<file path="src/rtl/keccak_padder.sv">
// keccak_padder: packs a 32-bit message word stream into RATE-bit blocks,
// applies Keccak multi-rate padding (PAD_BYTE ... 0x80) to the final block and
// offers each completed block downstream over an out_ready/f_ack handshake.
// One message is processed per reset.
module keccak_padder #(
    parameter int         RATE     = 1088,
    parameter logic [7:0] PAD_BYTE = 8'h01
) (
    input  logic            clk,
    input  logic            reset,
    input  logic [31:0]     in,
    input  logic [1:0]      byte_num,
    input  logic            is_last,
    input  logic            in_valid,
    output logic            buffer_full,
    output logic [RATE-1:0] out,
    output logic            out_ready,
    input  logic            f_ack
);

    localparam int         WORDS    = RATE / 32;
    localparam logic [5:0] FULL_CNT = 6'(WORDS);
    localparam logic [5:0] LAST_IDX = 6'(WORDS - 1);

    localparam logic [1:0] ST_FILL = 2'd0;
    localparam logic [1:0] ST_PAD  = 2'd1;
    localparam logic [1:0] ST_DONE = 2'd2;

    // Build the final message word: keep nbytes leading bytes, place PAD_BYTE
    // right after them, zero the rest; the block's closing 0x80 is merged in
    // when the word is also the last word of the block.
    function automatic logic [31:0] pad_word(
        input logic [31:0] data,
        input logic [1:0]  nbytes,
        input logic        at_end
    );
        logic [31:0] w;
        case (nbytes)
            2'd0:    w = {PAD_BYTE, 24'h00_0000};
            2'd1:    w = {data[31:24], PAD_BYTE, 16'h0000};
            2'd2:    w = {data[31:16], PAD_BYTE, 8'h00};
            2'd3:    w = {data[31:8], PAD_BYTE};
            default: w = 32'h0000_0000;
        endcase
        if (at_end) begin
            w[7:0] = w[7:0] | 8'h80;
        end else begin
            w[7:0] = w[7:0];
        end
        return w;
    endfunction

    logic [1:0]      state_q, state_d;
    logic [5:0]      cnt_q, cnt_d;
    logic [RATE-1:0] out_q, out_d;
    logic            out_ready_q, out_ready_d;
    logic            buffer_full_q, buffer_full_d;
    logic            accept_s;
    logic            handoff_s;
    logic            at_end_s;

    // Next-state logic: word acceptance, padding generation and block handoff.
    always_comb begin
        state_d   = state_q;
        cnt_d     = cnt_q;
        out_d     = out_q;
        accept_s  = in_valid & ~buffer_full_q;
        handoff_s = out_ready_q & f_ack;
        at_end_s  = (cnt_q == LAST_IDX);

        if (handoff_s) begin
            // Block consumed: register content is kept, only the count restarts.
            cnt_d = 6'd0;
        end else begin
            case (state_q)
                ST_FILL: begin
                    if (accept_s) begin
                        cnt_d = cnt_q + 6'd1;
                        if (is_last) begin
                            out_d   = {out_q[RATE-33:0], pad_word(in, byte_num, at_end_s)};
                            state_d = at_end_s ? ST_DONE : ST_PAD;
                        end else begin
                            out_d   = {out_q[RATE-33:0], in};
                            state_d = ST_FILL;
                        end
                    end else begin
                        cnt_d = cnt_q;
                    end
                end
                ST_PAD: begin
                    // Zero fill; the block's final word carries the closing 0x80.
                    out_d   = {out_q[RATE-33:0], (at_end_s ? 32'h0000_0080 : 32'h0000_0000)};
                    cnt_d   = cnt_q + 6'd1;
                    state_d = at_end_s ? ST_DONE : ST_PAD;
                end
                ST_DONE: begin
                    state_d = ST_DONE;
                end
                default: begin
                    state_d = ST_FILL;
                end
            endcase
        end

        out_ready_d   = (cnt_d == FULL_CNT);
        buffer_full_d = out_ready_d | (state_d != ST_FILL);
    end

    // State and output registers with synchronous active-high reset.
    always_ff @(posedge clk) begin
        if (reset) begin
            state_q       <= ST_FILL;
            cnt_q         <= 6'd0;
            out_q         <= '0;
            out_ready_q   <= 1'b0;
            buffer_full_q <= 1'b0;
        end else begin
            state_q       <= state_d;
            cnt_q         <= cnt_d;
            out_q         <= out_d;
            out_ready_q   <= out_ready_d;
            buffer_full_q <= buffer_full_d;
        end
    end

    assign out         = out_q;
    assign out_ready   = out_ready_q;
    assign buffer_full = buffer_full_q;

endmodule
</file>
<file path="config.mk">
export PLATFORM = sky130hd
export DESIGN_NAME = keccak_padder
export DESIGN_NICKNAME = d
export VERILOG_FILES = /design/src/rtl/keccak_padder.sv
export SDC_FILE = /design/constraint.sdc
export NUM_CORES = 2
export LEC_CHECK = 0
export ABC_AREA = 1
export BUFFER_PORTS_ARGS = -buffer_cell sky130_fd_sc_hd__clkbuf_2
export CAP_MARGIN = 20
export CORE_AREA = 2 2 446 448
export DETAILED_ROUTE_END_ITERATION = 16
export DIE_AREA = 0 0 448 450
export HOLD_SLACK_MARGIN = 0.06
export MAX_ROUTING_LAYER = met4
export PLACE_DENSITY_LB_ADDON = 0.3
export SETUP_SLACK_MARGIN = 0.1
export SLEW_MARGIN = 10
export SYNTH_ARGS = -nofsm -noshare
export SYNTH_HDL_FRONTEND = slang
export SYNTH_SLANG_ARGS = --single-unit
</file>
<file path="constraint.sdc">
create_clock -name clk -period 2 [get_ports clk]
set_input_delay 0.1 -clock clk [delete_from_list [all_inputs] [get_ports clk]]
set_output_delay 0.1 -clock clk [all_outputs]
set_load 0.05 [all_outputs]
</file>
==> flow_summary.ini <==
[run_status]
status = complete, no violations

[detailed_routing]
ant_nets = 0
vias_per_cell = 4.23
postRouteWirelength_um = 178000
drtIter0Drc = 2490
vias = 36700
drc_errors = 0
wl_per_cell_um = 20.5
drt_pre_antenna_iters = 6

[yosys]
synthArstFlopShare = 0
ys_types = 24
ys_ff_latch = 1098
postSynthCellCount = 4819
syn_area_per_cell_sq_um = 7.87
synth_fp_nets = 4860
yosysWarnings = 0
syn_area_sq_um = 37900
ys_seq_area_frac = 0.580
synth-edff-count = 0
ys.flop_type = dfxtp_1

[global_route]
grt_start_max_net_pins = 102
antenna_found_initial = 0
grt_pass1_vias = 33600
grt_pass1_wl_um = 244000
track_usage = 0.168
grt_overflow = 0

[finish]
nNetsFinal = 5987
fillCellCount = 21800
regArea_sq_um = 22000
final_cells = 8691
drive_gt1_frac = 0.255
multi_input_area_sq_um = 14100
fin_util = 0.267
area_growth_pct = 38.6

[worst_setup_path]
end_kind = register
rr_endpoint = out[903]
crit_arrival_ns = 2.48
path_max_fanout = 8
max_stage_delay_ns = 0.31
cp_top_family = buffers and inverters
path_buf_inv = 4
r2r_start = buffer_full
critical_path_class = reg2reg
r2r_cells = 9
slowest_stage = dfxtp_1
reg2reg_slack_ns = 0.14
path_depth = 9
crit_start = buffer_full
crit_end = out[903]
cp-start-kind = register
required_ns = 2.62
crit_path_cell_trace = inv_1 -> nand3_4 -> nand2_8 -> nand2_8 -> buf_16 -> buf_4 -> buf_4 -> o21ai_1 -> nor2_1

[floorplanning]
start_util = 0.193
die_h_um = 450
die_area_sq_um = 202000
core_sq_um = 197000
die-width_um = 448
ios = 1129
rows = 163

[clock_network]
clock_path_buffers = 3
cts.sinks = 1098
htree_levels = 3
numCtsBuffers = 121
clk_latency_ns = 0.79
ctsRootBufferMaster = clkbuf_16
clk_pin_slew_ns = 0.06
cts_tree = built

[sta]
fin_crit_ns = 1.86
max-slew-margin-rel = 0.634
fmax_mhz = 539
drv_slew = 0
tightest_slew_ns = 0.548
finalSetupViolations = 0
fin_ws_ns = 0.144
rsz0062_at_grt = yes
period_share = 0.928
hold_violations = 0
finalClockSkew_ns = 0.0552

[min_path]
hold_path_class = in2reg

[place]
gp_congestion = 0.906
post-place-ws_ns = -0.165
place_inst = 8362
dp_hpwl_um = 131000
portBuffers = 1128

[pwr]
p_per_area_nw_per_um2 = 1290
p_leak_nw = 24.0
vdd_ir_drop_max_v = 0.000877

[run]
drv_cap = 0
state kept, by name (all words and copies together) (netlist names):
| name | count |
|---|---|
| state_q | 2 |
| out_ready | 1 |
| cnt_q | 6 |
| out | 1088 |
| buffer_full | 1 |
tightest hold or removal path, stage by stage:
cell and delay [ns]:
dlygate4sd3_1 0.56, clkbuf_2 0.12, nand3_1 0.07, a21oi_1 0.05
layout make-up:
class / count / share of cell area
antenna: 2 / 0.0000952
inverter: 25 / 0.00248
clock inverter: 50 / 0.0131
multi-input combinational: 3335 / 0.268
clock buffer: 176 / 0.0686
sequential: 1098 / 0.418
tap: 2640 / 0.0628
timing repair buffer: 1365 / 0.167
through the flow:
stage	hold WS (ns)	setup TNS, ns	power, mW	area [sq um]
after floorplan	0.261	0	38.0	37900
after global placement	0.351	-0.617	43.6	46700
final	0.168	0	67.6	52600
after global routing	0.129	0	70.3	52600
after CTS	0.0641	0	67.9	51800
after detailed placement	0.357	-0.679	43.7	46700
how the worst min path moves through the flow:
stage	from	to	slack, ns	cells past startpoint
2_1_floorplan	in[30]	out[30]	0.26	2
3_3_place_gp	in[2]	out[2]	0.35	3
3_5_place_dp	in[14]	out[14]	0.36	3
4_1_cts	in[23]	out[23]	0.06	4
5_1_grt	in[23]	out[23]	0.13	4
6_report	in[23]	out[23]	0.17	4
synthesized netlist by cell type, types with 2 or more instances:
cell      instances  share of area
a211oi_1          3        0.00059
a21oi_1          29         0.0038
buf_2           125          0.016
buf_4            72          0.014
buf_6             7         0.0021
clkbuf_1        154          0.015
clkbuf_4          3        0.00059
dfxtp_1        1098           0.58
ha_1              2        0.00066
inv_1            23         0.0023
inv_2             2        0.00020
nand2_1          58         0.0057
nand2_4           2        0.00059
nand3_1          38         0.0050
nor2_1         2130           0.21
nor3_1            3        0.00040
o21ai_0        1063           0.14
placed cells by master (no fill, tap or decap), drive strengths merged:
| cell | n |
|---|---|
| nor2 | 2130 |
| clkbuf | 1320 |
| dfxtp | 1098 |
| o21ai | 1063 |
| buf | 157 |
| dlygate4sd3 | 63 |
| nand2 | 62 |
| nand3 | 39 |
| clkinv | 31 |
| a21oi | 29 |
| inv | 26 |
| bufinv | 12 |
| clkinvlp | 6 |
| a211oi | 3 |
| nor3 | 3 |
| diode | 2 |
| ha | 2 |
| o211ai | 1 |
| nand4 | 1 |
| o21bai | 1 |
| a31oi | 1 |
| bufbuf | 1 |
what timing repair did:
action | CTS | global route
setup buffers | 1 | 17
cloned | 4 | 16
gates resized for setup | 57 | 161
hold endpoints to repair | 463 | 0
setup endpoints to repair | 176 | 824
hold buffers | 63 | 0
report_power, final:
group | switching (mW) | internal [mW]
clock | 9.77 | 14.1
combinational | 13.3 | 3.84
sequential | 2.48 | 24.2
kinds of logic (layout without fill, tap and decap cells):
group	count (synthesis)	count (layout)	share of synthesized area
buffers and inverters	387	1616	0.0512
adder cells (fa/ha/maj)	2	2	0.000660
other	0	2	0
AO/OA/AOI/OAI	1098	1098	0.145
AND/OR/NAND/NOR	2234	2235	0.223
flip-flops	1098	1098	0.580
metal layers:
layer / track usage / vias up / part of all wire
li1: - / 17800 / -
met1: 0.191 / 17600 / 0.40
met2: 0.291 / 1009 / 0.51
met3: 0.0363 / 292 / 0.058
met4: 0.0550 / 0 / 0.033
met5: - / - / 0
Power figures use the tool's default switching activity.
